[src/rtl/inst_seq_if.sv]
// -----------------------------------------------------------------------------
// inst_seq_if : handshake bundle between the instruction sequencer and its
// neighbours.
//   load_valid / load_data / load_ready : program-word load channel
//   out_valid  / out_inst  / out_ready  : instruction replay channel to the core
// Modports:
//   slave  : the sequencer (accepts loads, drives instructions)
//   master : the environment (offers loads, consumes instructions)
// -----------------------------------------------------------------------------
interface inst_seq_if #(
    parameter int INST_W = 16
);
    logic              load_valid;
    logic [INST_W-1:0] load_data;
    logic              load_ready;
    logic              out_valid;
    logic [INST_W-1:0] out_inst;
    logic              out_ready;

    modport slave (
        input  load_valid, load_data, out_ready,
        output load_ready, out_valid, out_inst
    );

    modport master (
        output load_valid, load_data, out_ready,
        input  load_ready, out_valid, out_inst
    );
endinterface

[src/rtl/inst_seq.sv]
// -----------------------------------------------------------------------------
// inst_seq : instruction sequencer feeding an 8-bit CPU core.
// Program words are buffered into a DEPTH-entry store while IDLE, then replayed
// in order (one word per accepted transfer) after a start pulse. Replay ends at
// the end of the program or at a HALT word (opcode 4'b0111), which is never
// presented to the core.
//
// Ports:
//   clk, rst_n    : clock, asynchronous active-low reset
//   bus (slave)   : load channel + instruction channel (see inst_seq_if)
//   i_start       : begin replay from index 0 (pulse)
//   i_clear       : discard program, return to IDLE (pulse, highest priority)
//   o_pc          : store index of the word currently in out_inst
//   o_prog_len    : number of words stored (can represent DEPTH)
//   o_busy        : state is RUN
//   o_done        : state is DONE
//
// Build option: define INST_SEQ_LOOP_EN to replay the program indefinitely
// (end of program wraps to index 0; only HALT or clear ends the run).
// -----------------------------------------------------------------------------
module inst_seq #(
    parameter int DEPTH  = 16,
    parameter int INST_W = 16
) (
    input  logic                     clk,
    input  logic                     rst_n,
    inst_seq_if.slave                bus,
    input  logic                     i_start,
    input  logic                     i_clear,
    output logic [$clog2(DEPTH)-1:0] o_pc,
    output logic [$clog2(DEPTH):0]   o_prog_len,
    output logic                     o_busy,
    output logic                     o_done
);
    localparam int AW = $clog2(DEPTH);
`ifdef INST_SEQ_LOOP_EN
    localparam bit LOOP = 1'b1;
`else
    localparam bit LOOP = 1'b0;
`endif
    localparam logic [3:0] HALT_OP = 4'b0111;

    typedef enum logic [1:0] {S_IDLE, S_RUN, S_DONE} state_t;

    state_t            r_state, w_state_nx;
    logic [INST_W-1:0] r_mem [DEPTH];
    logic [INST_W-1:0] r_out_inst;
    logic              r_out_valid;
    logic [AW-1:0]     r_pc;
    logic [AW:0]       r_prog_len;

    logic              w_load, w_xfer, w_go, w_last, w_end;
    logic [AW-1:0]     w_nidx;
    logic [INST_W-1:0] w_nword, w_m0;
    logic              w_nhalt, w_m0_halt;

    assign w_load    = bus.load_valid && bus.load_ready;
    assign w_xfer    = r_out_valid && bus.out_ready;
    assign w_go      = i_start && (r_prog_len != '0);
    // Current word is the last one of the program.
    assign w_last    = ((AW+1)'(r_pc) + 1'b1) == r_prog_len;
    // End of program only terminates the run when looping is disabled.
    assign w_end     = w_last && !LOOP;
    // Index of the word that follows a transfer; wraps to 0 after the last
    // word (only used that way in loop mode). pc arithmetic is modulo DEPTH.
    assign w_nidx    = w_last ? '0 : r_pc + 1'b1;
    assign w_nword   = r_mem[w_nidx];
    assign w_nhalt   = w_nword[INST_W-1 -: 4] == HALT_OP;
    assign w_m0      = r_mem[0];
    assign w_m0_halt = w_m0[INST_W-1 -: 4] == HALT_OP;

    // ---------------- FSM: state register ----------------
    always_ff @(posedge clk or negedge rst_n) begin
        if (!rst_n) r_state <= S_IDLE;
        else        r_state <= w_state_nx;
    end

    // ---------------- FSM: next state ----------------
    always_comb begin
        w_state_nx = r_state;
        if (i_clear) begin
            w_state_nx = S_IDLE;
        end else begin
            case (r_state)
                S_IDLE, S_DONE: begin
                    // Empty program or HALT at index 0 finishes with no transfers.
                    if (i_start)
                        w_state_nx = (!w_go || w_m0_halt) ? S_DONE : S_RUN;
                end
                S_RUN: begin
                    if (w_xfer && (w_end || w_nhalt)) w_state_nx = S_DONE;
                end
                default: w_state_nx = S_IDLE;
            endcase
        end
    end

    // ---------------- FSM: outputs ----------------
    always_comb begin
        o_busy         = (r_state == S_RUN);
        o_done         = (r_state == S_DONE);
        bus.load_ready = rst_n && (r_state == S_IDLE) &&
                         (r_prog_len < (AW+1)'(DEPTH)) && !i_start && !i_clear;
    end

    // ---------------- datapath ----------------
    always_ff @(posedge clk or negedge rst_n) begin
        if (!rst_n) begin
            r_out_valid <= 1'b0;
            r_out_inst  <= '0;
            r_pc        <= '0;
            r_prog_len  <= '0;
        end else if (i_clear) begin
            // A transfer pending in this cycle is dropped, not consumed.
            r_out_valid <= 1'b0;
            r_out_inst  <= '0;
            r_pc        <= '0;
            r_prog_len  <= '0;
        end else begin
            case (r_state)
                S_IDLE, S_DONE: begin
                    if (w_go) begin
                        r_pc        <= '0;
                        r_out_valid <= !w_m0_halt;
                        if (!w_m0_halt) r_out_inst <= w_m0;
                    end else if (w_load) begin
                        r_prog_len <= r_prog_len + 1'b1;
                    end
                end
                S_RUN: begin
                    if (w_xfer) begin
                        if (w_end || w_nhalt) begin
                            // pc keeps the last transferred index.
                            r_out_valid <= 1'b0;
                        end else begin
                            r_out_inst <= w_nword;
                            r_pc       <= w_nidx;
                        end
                    end
                end
                default: r_out_valid <= 1'b0;
            endcase
        end
    end

    // Program store: not reset.
    always_ff @(posedge clk) begin
        if (w_load) r_mem[r_prog_len[AW-1:0]] <= bus.load_data;
    end

    assign bus.out_valid = r_out_valid;
    assign bus.out_inst  = r_out_inst;
    assign o_pc          = r_pc;
    assign o_prog_len    = r_prog_len;
endmodule

[src/flat_wrapper.sv]
// flat-port wrapper written by rule: the top's interface ports become plain ports
module inst_seq_flat 
#(
    parameter int DEPTH  = 16,
    parameter int INST_W = 16
)
  (clk, rst_n, i_start, i_clear, o_pc, o_prog_len, o_busy, o_done, bus_load_valid, bus_load_data, bus_out_ready, bus_load_ready, bus_out_valid, bus_out_inst);
  inst_seq_if #(.INST_W(INST_W)) bus_i ();
  input  logic clk;
  input  logic rst_n;
  input  logic i_start;
  input  logic i_clear;
  output logic [$clog2(DEPTH)-1:0] o_pc;
  output logic [$clog2(DEPTH):0] o_prog_len;
  output logic o_busy;
  output logic o_done;
  input wire logic [$bits(bus_i.load_valid)-1:0] bus_load_valid;
  input wire logic [$bits(bus_i.load_data)-1:0] bus_load_data;
  input wire logic [$bits(bus_i.out_ready)-1:0] bus_out_ready;
  output wire logic [$bits(bus_i.load_ready)-1:0] bus_load_ready;
  output wire logic [$bits(bus_i.out_valid)-1:0] bus_out_valid;
  output wire logic [$bits(bus_i.out_inst)-1:0] bus_out_inst;
  assign bus_i.load_valid = bus_load_valid;
  assign bus_i.load_data = bus_load_data;
  assign bus_i.out_ready = bus_out_ready;
  assign bus_load_ready = bus_i.load_ready;
  assign bus_out_valid = bus_i.out_valid;
  assign bus_out_inst = bus_i.out_inst;
  inst_seq #(.DEPTH(DEPTH), .INST_W(INST_W)) u_core (.clk(clk), .rst_n(rst_n), .bus(bus_i), .i_start(i_start), .i_clear(i_clear), .o_pc(o_pc), .o_prog_len(o_prog_len), .o_busy(o_busy), .o_done(o_done));
endmodule
[config.mk]
export PLATFORM = sky130hd
export DESIGN_NAME = inst_seq_flat
export DESIGN_NICKNAME = d
export VERILOG_FILES = /design/src/rtl/inst_seq_if.sv /design/src/rtl/inst_seq.sv /design/src/flat_wrapper.sv
export SDC_FILE = /design/constraint.sdc
export NUM_CORES = 1
export LEC_CHECK = 0
export BUFFER_PORTS_ARGS = -buffer_cell sky130_fd_sc_hd__buf_2
export CAP_MARGIN = 15
export CORE_ASPECT_RATIO = 0.75
export CORE_MARGIN = 4
export CORE_UTILIZATION = 40
export DETAILED_ROUTE_END_ITERATION = 6
export SLEW_MARGIN = 30
export SYNTH_ARGS = -nofsm -noshare
export SYNTH_HDL_FRONTEND = slang
export SYNTH_SLANG_ARGS = --single-unit
export TNS_END_PERCENT = 1
[constraint.sdc]
create_clock -name clk -period 5.3 [get_ports clk]
set_input_delay 0.53 -clock clk [delete_from_list [all_inputs] [get_ports clk]]
set_output_delay 0.53 -clock clk [all_outputs]
set_load 0.05 [all_outputs]
==> metrics.txt, run 1 <==
Clock Path Buffers 3; Critical Path Sink Type flip-flop; Async S/R FF share, synth 0.0986; register area share after synthesis 0.716; peak supply drop 223 uV; unrepaired setup endpoints after global routing no; Required @ worst endpoint 5.72 ns; Post-layout nets 900; fin crit share 0.884; pwr dens 341 nW/um2; Worst-path clk slew 0.07 ns; fmax 213 MHz; CP arrival 5.10 ns; buffers added on ports 50; Hold Slack 0.0417 ns; max_slew headroom 0.341; Synth Cell Area 11,700 um2; Initial Util 0.412; clk_lat worst skew 0.53 ns; final setup violation count 0; Post-CTS Setup Bufs 0; Tmin final 4.68 ns; Syn Nets 854; remaining antenna violation count 0; GR Overflow Total 0; first-pass GRT wire length 44,500 um; flop-to-flop setup slack 0.62 ns; Fin Clk Skew 0.0208 ns; Die ar. 32,100 um2; worst-path fanout max 16; worst slew pin tran 0.986 ns; Crit Reg-Reg Startpoint u_core.o_pc[1]; vias in the first global route 6,887; Antenna diodes 0; CTS tree done; Cell variety after synth 55; cts bufs inserted 27; hold buffer count at CTS 0; initial antenna violation count 0; most frequent cells in the layout 256 x edfxtp_1, 119 x nand2_1, 69 x nand3_1; Post-CTS Resized 0; fraction of layout cells with a size suffix above 1 0.169; Die Span Y 156 um; R2R depth 9; Final Slew Violations 0; Placer Congestion 0.843; Detailed Route WL 29,800 um; DIE WIDTH 206 um; Leak Pwr 0.00458 uW; Fin Setup TNS 0 ns; Via-to-Cell Ratio 5.79; I/O pins 51; Via Count 7,391; prevailing post-synth register cell edfxtp_1; drt drc 0; Mapped Cells 827; H-Tree Depth 1; DRT Pass-1 Iters 5; commonest non-fill, non-tap cell in the layout edfxtp_1; Total GRT Usage 0.183; worst min-delay path class primary input to asynchronous set/reset pin; status finished, final reports clean; Post-synth EDFFs 256; drt initial violations 769; Setup CP Type flip-flop to flip-flop; clock sink total 284; MaxCap Viol Count 0; CORE AREA 28,400 um2; Final Hold Fails 0; CTS Root Cell clkbuf_16; RR Endpoint u_core.bus.out_inst[4]; largest net degree at the start of global routing 51; Synth Register Bits 284; Cell Rows 53; total chip power 4500 uW; Avg Inst Size Synth 14.2 um2; Synth area leaders edfxtp_1 66%, dfrtp_1 6.0%, a221oi_1 4.1%; Worst Setup Start Kind flip-flop; area leader, netlist edfxtp_1; Wirelength per Cell 23.4 um; Layout area overhead 12.8%; post-synth top area share 0.656; dpl hpwl 17,300 um; Synth Warn # 0
==> worst max-delay path, cell delays in order (launching register included) <==
cell      delay, ns
dfrtp_1        0.41
ha_1           0.24
xnor2_2        0.64
xnor2_1        0.30
nand4_1        0.61
o2111a_1       0.48
o32ai_1        0.62
o41ai_4        0.23
o21ai_4        0.61
mux2_2         0.40
==> layer usage <==
metal  routed length, um  GRT usage
met1               14300      0.295
met5                   0          0
met3                2640     0.0347
met2               12300      0.258
met4                 528     0.0357
==> cell usage after synthesis, types with 6 or more instances <==
library cell / number
dfrtp_1: 28
a21oi_1: 18
mux2_2: 12
o211ai_1: 12
buf_1: 10
nand2_1: 120
inv_1: 16
a31oi_1: 16
mux2_4: 9
nand3_1: 69
clkbuf_1: 37
o21ai_0: 6
nor2_1: 25
mux2i_1: 13
nor3_1: 28
a221oi_1: 55
edfxtp_1: 256
and2_1: 16
==> how the worst max path moves through the flow <==
stage	from	to	slack [ns]	cells after the start
finish	u_core.o_pc[1]	u_core.bus.out_inst[4]	0.62	9
global route	u_core.o_pc[1]	u_core.bus.out_inst[2]	0.38	9
CTS	u_core.o_pc[1]	u_core.bus.out_inst[4]	0.70	9
detailed placement	u_core.o_pc[1]	u_core.bus.out_inst[4]	0.74	9
floorplan	u_core.o_pc[0]	u_core.bus.out_inst[10]	1.68	11
global placement	u_core.o_pc[1]	u_core.bus.out_inst[4]	0.88	9
==> sequential cells by signal, indices dropped and copies added (netlist names) <==
| name | cells |
|---|---|
| u_core.o_pc | 4 |
| u_core.r_state | 2 |
| u_core.bus.out_inst | 16 |
| u_core.bus.out_valid | 1 |
| u_core.r_mem | 256 |
| u_core.o_prog_len | 5 |
==> cells by family after synthesis <==
kind of cell / after synthesis / share of synthesized area
buffers and inverters: 68 / 0.0230
XOR/XNOR: 11 / 0.0101
flip-flops: 284 / 0.716
AO/OA/AOI/OAI: 145 / 0.0970
multiplexers: 38 / 0.0419
adder cells (fa/ha/maj): 5 / 0.00534
AND/OR/NAND/NOR: 276 / 0.106
==> layout make-up <==
class	count	area, um2
inverters	17	63.8
flip-flops and latches	284	8390
repair buffers	68	385
fillers	2483	15200
clock inverters	11	77.6
well taps	385	482
multi-input cells	475	3110
clock buffers	36	709
==> stage by stage <==
step	setup WS (ns)	util	cells	instance area (um2)
after global placement	0.877	0.436	1229	12400
after global routing	0.385	0.464	1276	13200
final	0.616	0.464	1276	13200
after floorplan	1.68	-	827	11700
after CTS	0.704	0.464	1276	13200
after detailed placement	0.742	0.437	1229	12400
==> where the power goes <==
part	leakage, uW	switching [uW]	total (uW)	internal, uW
sequential	0.00267	10.7	2470	2460
clock	0.000383	790	1770	983
combinational	0.00153	189	260	71.0
No activity file was read; power rests on OpenSTA's default activity.
==> run 2, diff against run 1 <==
- ABC_AREA: not set -> 1
==> metrics.txt, run 2 <==
Final Hold Fails 0 (unchanged); worst min-delay path class primary input to asynchronous set/reset pin; most frequent cell after synthesis nand2_1; Synth top cells by count 257 x nand2_1, 256 x edfxtp_1, 244 x nand3_1, 43 x nor2_1, 35 x inv_1; placed cells 1,435 (+17%); fin crit share 0.801 (-0.0826); DIE WIDTH 208 um (+1.2%); Worst-path clk slew 0.06 ns (about the same); Initial Util 0.409 (-0.00234); hold buffer count at CTS 0 (unchanged); Cell Rows 54 (+1.9%); Post-CTS Resized 0 (unchanged); Async S/R FF share, synth 0.0986 (unchanged); fmax 235 MHz (+10%); Tmin final 4.25 ns (-0.438 ns); max reg flops 256 (unchanged); Cell variety after synth 34 (-38%); Slowest-stage cell, CP dfrtp_1; buffers added on ports 50 (unchanged); unrepaired setup endpoints after global routing no; max incr delay on CP 0.51 ns (-0.13 ns); peak supply drop 340 uV (+53%); non-filler cells, final 1,485 (+16%); fin util 0.460 (-0.00442); largest net degree at the start of global routing 89 (+75%); status finished, final reports clean; post-synth top area share 0.640 (-0.0159); Via-to-Cell Ratio 5.58 (-3.8%); Post-synth EDFFs 256 (unchanged); area leader, netlist edfxtp_1; Buffers & Inverters on Critical Path 2 (+2); fin worst setup slack 1.05 ns (+0.438 ns); Post-layout nets 1,100 (+22%); GR Overflow Total 0 (unchanged); H-Tree Depth 1 (unchanged); Required @ worst endpoint 5.74 ns (+0.02 ns); worst-path fanout max 44 (+28); Fin Clk Skew 0.00912 ns (-0.0117 ns); Leak Pwr 0.00498 uW (+8.7%); worst path cell trace inv_4 -> nand2_1 -> nand2_1 -> nand3_1 -> nor2_1 -> nand2_2 -> nand2_2 -> buf_4 -> nand3_1 -> nand3_1 -> nand3_1 -> nand2_1 -> nor2_1 -> nand2_1 -> nand3_2 -> nand2_2 -> nand2_4 -> nand2_1 -> nand2_1; MaxCap Viol Count 0 (unchanged); most frequent CP cell nand2_1; Die ar. 32,900 um2 (+2.4%); remaining antenna violation count 0 (unchanged); Synth Cell Area 12,000 um2 (+2.5%); Synth Register Bits 284 (unchanged); fraction of layout cells with a size suffix above 1 0.134 (-0.0359); Synth Warn # 0 (unchanged); max_slew headroom 0.395 (+0.0540); delay-heaviest family, CP simple AND/OR/NAND/NOR gates; initial antenna violation count 1 (+1); Fin Setup TNS 0 ns (unchanged); Syn Nets 1,059 (+24%); Via Count 8,279 (+12%); pwr dens 339 nW/um2 (-0.31%); CORE AREA 29,300 um2 (+3.1%); clk_lat worst skew 0.56 ns (+0.03 ns); Final Slew Violations 0 (unchanged); vias in the first global route 7,801 (+13%); Total GRT Usage 0.198 (+0.0154); prevailing post-synth register cell edfxtp_1; Crit Reg-Reg Startpoint u_core.o_pc[0]; worst slew pin tran 0.906 ns (-0.0796 ns); drt initial violations 1,023 (+33%); Setup CP Type flip-flop to flip-flop; Critical Path Sink Type flip-flop; Worst Setup Start Kind flip-flop; Clock Path Buffers 3 (unchanged); final setup violation count 0 (unchanged); most frequent cells in the layout 256 x edfxtp_1, 255 x nand2_1, 244 x nand3_1; CP arrival 4.69 ns (-0.41 ns); Mapped Cells 1,032 (+25%); cts bufs inserted 28 (+3.7%); RR Endpoint u_core.bus.out_inst[4]; Layout area overhead 12.4%; pre-CTS setup slack 1.13 ns (+0.392 ns); flop-to-flop setup slack 1.05 ns (+0.44 ns); R2R depth 19 (+10); Placer Congestion 0.851 (+1.0%); register area share after synthesis 0.699 (-0.0174); Detailed Route WL 33,000 um (+11%); Hold Slack 0.00317 ns (-0.0385 ns); Die Span Y 158 um (+1.2%); Wirelength per Cell 22.2 um (-4.9%); CTS Root Cell clkbuf_16; DRT Pass-1 Iters 5 (unchanged); Avg Inst Size Synth 11.6 um2 (-18%); dpl hpwl 18,300 um (+5.6%); first-pass GRT wire length 49,800 um (+12%); I/O pins 51 (unchanged); Post-CTS Setup Bufs 0 (unchanged); drt drc 0 (unchanged); Synth area leaders edfxtp_1 64%, nand3_1 10%, nand2_1 8.0%; Antenna diodes 0 (unchanged); clock sink total 284 (unchanged); commonest non-fill, non-tap cell in the layout edfxtp_1; CTS tree done
run 2: cell count changes after synthesis, moves of 16 or more:
cell / delta
nor2_1: +18
buf_2: +16
inv_1: +19
nand3_1: +175
nor3_1: -27
nand2_1: +137
a21oi_1: -17
a221oi_1: -31
and2_1: -16
run 2: area by class of cell:
class | instances | area [um2]
Inverter | 38 | 145
Multi-Input combinational cell | 647 | 3200
Fill cell | 2699 | 15800
Tap cell | 392 | 490
Sequential cell | 284 | 8390
Clock inverter | 13 | 95.1
Clock buffer | 37 | 734
Timing Repair Buffer | 74 | 434
run 2: worst reg2reg max path, stage by stage (launching register included):
cell     delay, ns
dfrtp_1       0.51
inv_4         0.46
nand2_1       0.11
nand2_1       0.10
nand3_1       0.08
nor2_1        0.14
nand2_2       0.16
nand2_2       0.48
buf_4         0.47
nand3_1       0.20
nand3_1       0.12
nand3_1       0.11
nand2_1       0.16
nor2_1        0.07
nand2_1       0.11
nand3_2       0.07
nand2_2       0.37
nand2_4       0.25
nand2_1       0.13
nand2_1       0.05
run 2: metrics by stage:
stage,cell area [um2],power (uW)
after floorplan,12000,2680
after global placement,12600,2770
after detailed placement,12700,2770
after CTS,13500,4610
after global routing,13500,4740
final,13500,4580
run 2: where the power goes:
part	switching, uW	internal [uW]	leakage, uW
clock network	832	1020	0.000400
registers	14.0	2460	0.00267
logic	199	59.3	0.00191
total	1040	3530	0.00498
run 2: cell families after synthesis:
group,Yosys count,share of synthesized area
adder cells (fa/ha/maj),5,0.00521
AO/OA/AOI/OAI,70,0.0436
AND/OR/NAND/NOR,572,0.213
buffers and inverters,101,0.0393
flip-flops,284,0.699
run 2: per-layer routing:
metal	GRT usage	wire, um	up-vias
met2	0.294	13900	387
li1	-	-	3791
met5	0	14	-
met3	0.0479	3230	52
met4	0.0397	670	2
met1	0.302	15200	4047
run 2: how the worst max path moves through the flow:
stage / from / depth (start not counted) / slack (ns) / endpoint
2_1_floorplan: u_core.o_prog_len[4] / 7 / 2.18 / u_core.r_mem[15][0]
3_3_place_gp: u_core.o_pc[0] / 19 / 1.24 / u_core.bus.out_inst[4]
3_5_place_dp: u_core.o_pc[0] / 19 / 1.13 / u_core.bus.out_inst[4]
4_1_cts: u_core.o_pc[0] / 19 / 1.12 / u_core.bus.out_inst[4]
5_1_grt: u_core.o_pc[0] / 19 / 0.76 / u_core.bus.out_inst[4]
6_report: u_core.o_pc[0] / 19 / 1.05 / u_core.bus.out_inst[4]
